File: src/rtl/pc_fetch_unit.sv
// pc_fetch_unit: architectural PC register and instruction-fetch sequencer.
// Holds the PC, fetches the word at PC from instruction memory, presents it
// to decode with a valid flag, and traps misaligned branch/jump targets.
//
// Instruction-memory handshake: ImemReq is a registered request that stays
// high until the cycle in which ImemAck=1 is sampled on a rising edge. The
// word on ImemRdata is captured on that same edge. ImemAck while ImemReq=0
// has no effect. An open request is never withdrawn except by reset.
module pc_fetch_unit #(
  parameter int unsigned          DATA_WIDTH = 32,
  parameter logic [DATA_WIDTH-1:0] RESET_PC  = 32'h0000_0000
) (
  input  logic                  Clk,
  input  logic                  Rstn,
  input  logic [DATA_WIDTH-1:0] NewPc,
  input  logic                  Advance,
  input  logic                  Stall,
  output logic                  ImemReq,
  output logic [DATA_WIDTH-1:0] ImemAddr,
  input  logic                  ImemAck,
  input  logic [DATA_WIDTH-1:0] ImemRdata,
  output logic [DATA_WIDTH-1:0] Pc,
  output logic [DATA_WIDTH-1:0] Instr,
  output logic                  InstrValid,
  output logic                  MisalignFault,
  output logic [1:0]            dbg_state
);

  typedef enum logic [1:0] {
    S_IDLE  = 2'd0,
    S_REQ   = 2'd1,
    S_VALID = 2'd2,
    S_FAULT = 2'd3
  } state_t;

  // Word-aligned reset PC; the low two bits of RESET_PC are ignored.
  localparam logic [DATA_WIDTH-1:0] RESET_PC_ALIGNED = {RESET_PC[DATA_WIDTH-1:2], 2'b00};
  // Instruction presented before the first fetch completes (addi x0,x0,0).
  localparam logic [DATA_WIDTH-1:0] NOP_INSTR = DATA_WIDTH'(32'h0000_0013);

  state_t state;

  // The fetch address is the PC itself; no separate address register.
  assign ImemAddr  = Pc;
  assign dbg_state = state;

  // Sequencer: all state and registered outputs are updated together here.
  always_ff @(posedge Clk or negedge Rstn) begin
    if (!Rstn) begin
      state         <= S_IDLE;
      Pc            <= RESET_PC_ALIGNED;
      Instr         <= NOP_INSTR;
      InstrValid    <= 1'b0;
      ImemReq       <= 1'b0;
      MisalignFault <= 1'b0;
    end else begin
      case (state)
        // First cycle after reset: open the fetch at the reset PC.
        S_IDLE: begin
          state   <= S_REQ;
          ImemReq <= 1'b1;
        end

        // Waiting for memory. Stall and Advance do not affect an open request.
        S_REQ: begin
          if (ImemAck) begin
            Instr      <= ImemRdata;
            InstrValid <= 1'b1;
            ImemReq    <= 1'b0;
            state      <= S_VALID;
          end
        end

        // Instruction held for decode until the core retires it.
        S_VALID: begin
          if (Advance && !Stall) begin
            InstrValid <= 1'b0;
            if (NewPc[1:0] == 2'b00) begin
              // NewPc is taken verbatim; PC+4/target math lives upstream.
              Pc      <= NewPc;
              ImemReq <= 1'b1;
              state   <= S_REQ;
            end else begin
              // Misaligned target: keep the last good PC and stop fetching.
              MisalignFault <= 1'b1;
              state         <= S_FAULT;
            end
          end
        end

        // Terminal until reset; outputs simply hold.
        S_FAULT: begin
          ImemReq    <= 1'b0;
          InstrValid <= 1'b0;
        end

        default: begin
          state <= S_FAULT;
        end
      endcase
    end
  end

endmodule

File: config.mk
export PLATFORM = sky130hd
export DESIGN_NAME = pc_fetch_unit
export DESIGN_NICKNAME = d
export VERILOG_FILES = /design/src/rtl/pc_fetch_unit.sv
export SDC_FILE = /design/constraint.sdc
export NUM_CORES = 1
export LEC_CHECK = 0
export CORE_UTILIZATION = 38
export CTS_CLUSTER_DIAMETER = 100
export DETAILED_ROUTE_END_ITERATION = 8
export GPL_ROUTABILITY_DRIVEN = 0
export GPL_TIMING_DRIVEN = 0
export HOLD_SLACK_MARGIN = 0.1
export MAX_ROUTING_LAYER = met4
export PLACE_DENSITY_LB_ADDON = 0.08
export SKIP_LAST_GASP = 1
export SLEW_MARGIN = 20
export SYNTH_ARGS = -nofsm -noshare
export SYNTH_HDL_FRONTEND = slang
export SYNTH_SLANG_ARGS = --single-unit
File: constraint.sdc
create_clock -name Clk -period 2.4 [get_ports Clk]
set_clock_uncertainty 0.2 [all_clocks]
set_input_delay 0.36 -clock Clk [delete_from_list [all_inputs] [get_ports Clk]]
set_output_delay 0.36 -clock Clk [all_outputs]
set_load 0.005 [all_outputs]
==> flow_summary.ini <==
[synthesis]
synth_cells = 202
ys.flop_type = dfrtp_1
yosys.area_share.simple_pct = 2.91
synth.distinct_cells = 25
synth_compound_area_share_pct = 2.86
synth_xor_area_share_pct = 0
synthMuxAreaShare_pct = 23.5
netlist_area_sq_um = 2970
synth_top_area_cell = dfrtp_1
yosys-top-cells-area = dfrtp_1 56%, mux2_2 23%, buf_4 8.1%, dfstp_2 2.7%, ha_1 2.1%
synth_edf_count = 0
yosysTopAreaCellShare_pct = 55.6
synth_area_per_cell_sq_um = 14.7
synth_fp_nets = 276
synth_seq_area_share_pct = 58.3
synth_top_family_by_area = multiplexers
synth_adder_area_share_pct = 2.11
ys_warn_count = 0
async_flop_share_pct = 100
synth_seq_cells = 69

[final_layout]
multi_input_area_sq_um = 932
final_layout_size_suffix_gt1_share_pct = 30.8
antenna_cells = 0
nets = 458
regArea_sq_um = 1730
area_growth_pct = 69.6
fillers = 566
fin_cells = 488
most-common-layout-cells = 168 x clkdlybuf4s50_1, 66 x dfrtp_1, 60 x mux2_2, 33 x buf_4, 11 x clkbuf_8
layout_commonest_cell = clkdlybuf4s50_1
fin_area_sq_um = 5040
utilization_pct = 68.0

[drt]
route.antenna.remaining_nets = 0
wl_per_cell_microns = 13.8
drt-pass1-iter-count = 3
viasPerCell = 4.52
drt_iter0_drc = 46
drt_wl_total_mm = 6.73
vias = 2207
drcViolationCount = 0

[sta]
fmax_ghz = 0.474
maxSlewViolCount = 0
fin_crit_ns = 2.11
slew_headroom_pct = 70.8
rsz0062_at_grt = no
setup_violations = 0
period_share_pct = 87.9
worstMarginPinSlew_ns = 0.434
hold_viol = 0

[flow_run]
cap_viol_max_count = 0

[power]
power.density_nw_per_um2 = 1100
leakagePower_nw = 2.24
vdd_ir_drop_max_mv = 0.548
total_power_mw = 5.56

[worst_setup_path]
path_cells = inv_1 > ha_1 > inv_1 > nor4_4 > buf_6 > mux2_2
worstRegToRegCells = 6
crit_fanout = 10
worst_path_max_delay_cell = nor4_4
start_kind = register
startpoint = dbg_state[0]
crit_arrival_ns = 2.13
slowest_delay_ns = 0.46
worstSetupEndpointType = register
reg2reg_slack_ns = 0.29
crit_top_cell = inv_1
r2r_end = ImemAddr[31]
crit_path_end = ImemAddr[31]
reg2reg_from = dbg_state[0]
crit_type = register to register
cp_data_required_time_ns = 2.42

[clock_network]
clock-sinks = 69
post_cts_buffers = 0
htree_levels = 3
clk_latency_ns = 0.33
cts_root_buffer = clkbuf_8
cts.path.max_buffers = 2
tritoncts = done
clk_pin_slew_ns = 0.07
cts_buffers = 9

[hold_path]
worstHoldPathType = register to register

[floorplan]
initial_core_util_pct = 40.1
io_pins = 170
die_h_microns = 90.4
rows = 31
die_x_microns = 90.4
die-area_sq_um = 8170
core_region_area_sq_um = 7410

[placement]
postPlaceCellArea_sq_um = 4800
dp.cells = 471
port_buffers = 169
dp_hpwl_mm = 5.25

[global_route]
grt_util_all_layers_pct = 17.7
grt_overflow = 0
antenna_found_initial = 0
grt_max_degree = 41
grt_pass1_vias = 2227
grt_pass1_wl_mm = 11.0

[outcome]
outcome = complete, no violations
synth_stat cells (2+ instances only):
library cell and count:
o32ai_1 2, buf_6 3, nor4_1 2, mux2_1 2
o21ai_0 2, dfrtp_1 66, ha_1 5, mux2_2 60
nor2b_1 4, a21o_1 2, buf_2 3, dfstp_2 3
buf_4 32, inv_1 5
state kept, by name, indices dropped and copies added (netlist names):
name           cells
ImemAddr          32
ImemReq            1
Instr             32
InstrValid         1
MisalignFault      1
dbg_state          2
power breakdown:
| part | total [mW] | switching, mW | internal (mW) | leakage (nW) |
|---|---|---|---|---|
| sequential | 1.97 | 0.299 | 1.67 | 0.859 |
| clock | 1.06 | 0.418 | 0.639 | 0.116 |
| combinational | 2.54 | 0.693 | 1.84 | 1.26 |
critical path: cells and delay by family, from the launching register on:
family | cells | cell delay (ns)
DFF | 1 | 0.41
muxes | 1 | 0.34
and+or+nand+nor | 1 | 0.46
buffers and inverters | 3 | 0.43
adders and majority gates | 1 | 0.16
how the worst min path moves through the flow:
stage,from,to,cells after the start
2_1_floorplan,Rstn,ImemAddr[0],0
3_3_place_gp,MisalignFault,MisalignFault,2
3_5_place_dp,Rstn,ImemAddr[29],1
4_1_cts,MisalignFault,MisalignFault,2
5_1_grt,InstrValid,InstrValid,1
6_report,MisalignFault,MisalignFault,2
area by class of cell:
type                            count  share of cell area, %
Sequential cell                    69                   34.3
Clock buffer                       12                   3.08
Clock inverter                      4                   1.39
Inverter                            5                  0.372
Timing Repair Buffer              171                   34.1
Multi-Input combinational cell     90                   18.5
Tap cell                           99                   2.46
Buffer                             38                   5.74
repair_timing:
item,4_1_cts,5_1_grt
endpoints found under the hold margin,29,0
hold buffers,1,0
gates resized for setup,0,0
cells by family (layout without fill, tap and decap cells):
kind of cell	count (synthesis)	in the layout
DFF	69	69
adders and majority gates	5	5
and+or+nand+nor	11	11
AOI/OAI and AO/OA	12	12
buffers and inverters	43	230
muxes	62	62
per-stage QoR:
step                setup WS (ns)  hold slack, ns  setup TNS [ns]
floorplan                   0.422          -0.136               0
global placement            -1.67           0.251         -112.28
detailed placement          0.138           0.119               0
CTS                         0.250           0.278               0
global route                0.117           0.303               0
finish                      0.291           0.273               0
per-layer routing:
metal | GRT usage (%) | share of wire [%]
met4 | 7.93 | 2.0
met2 | 28.2 | 47
met5 | - | 0
met3 | 4.12 | 6.0
met1 | 21.5 | 45
Power figures use the tool's default switching activity.
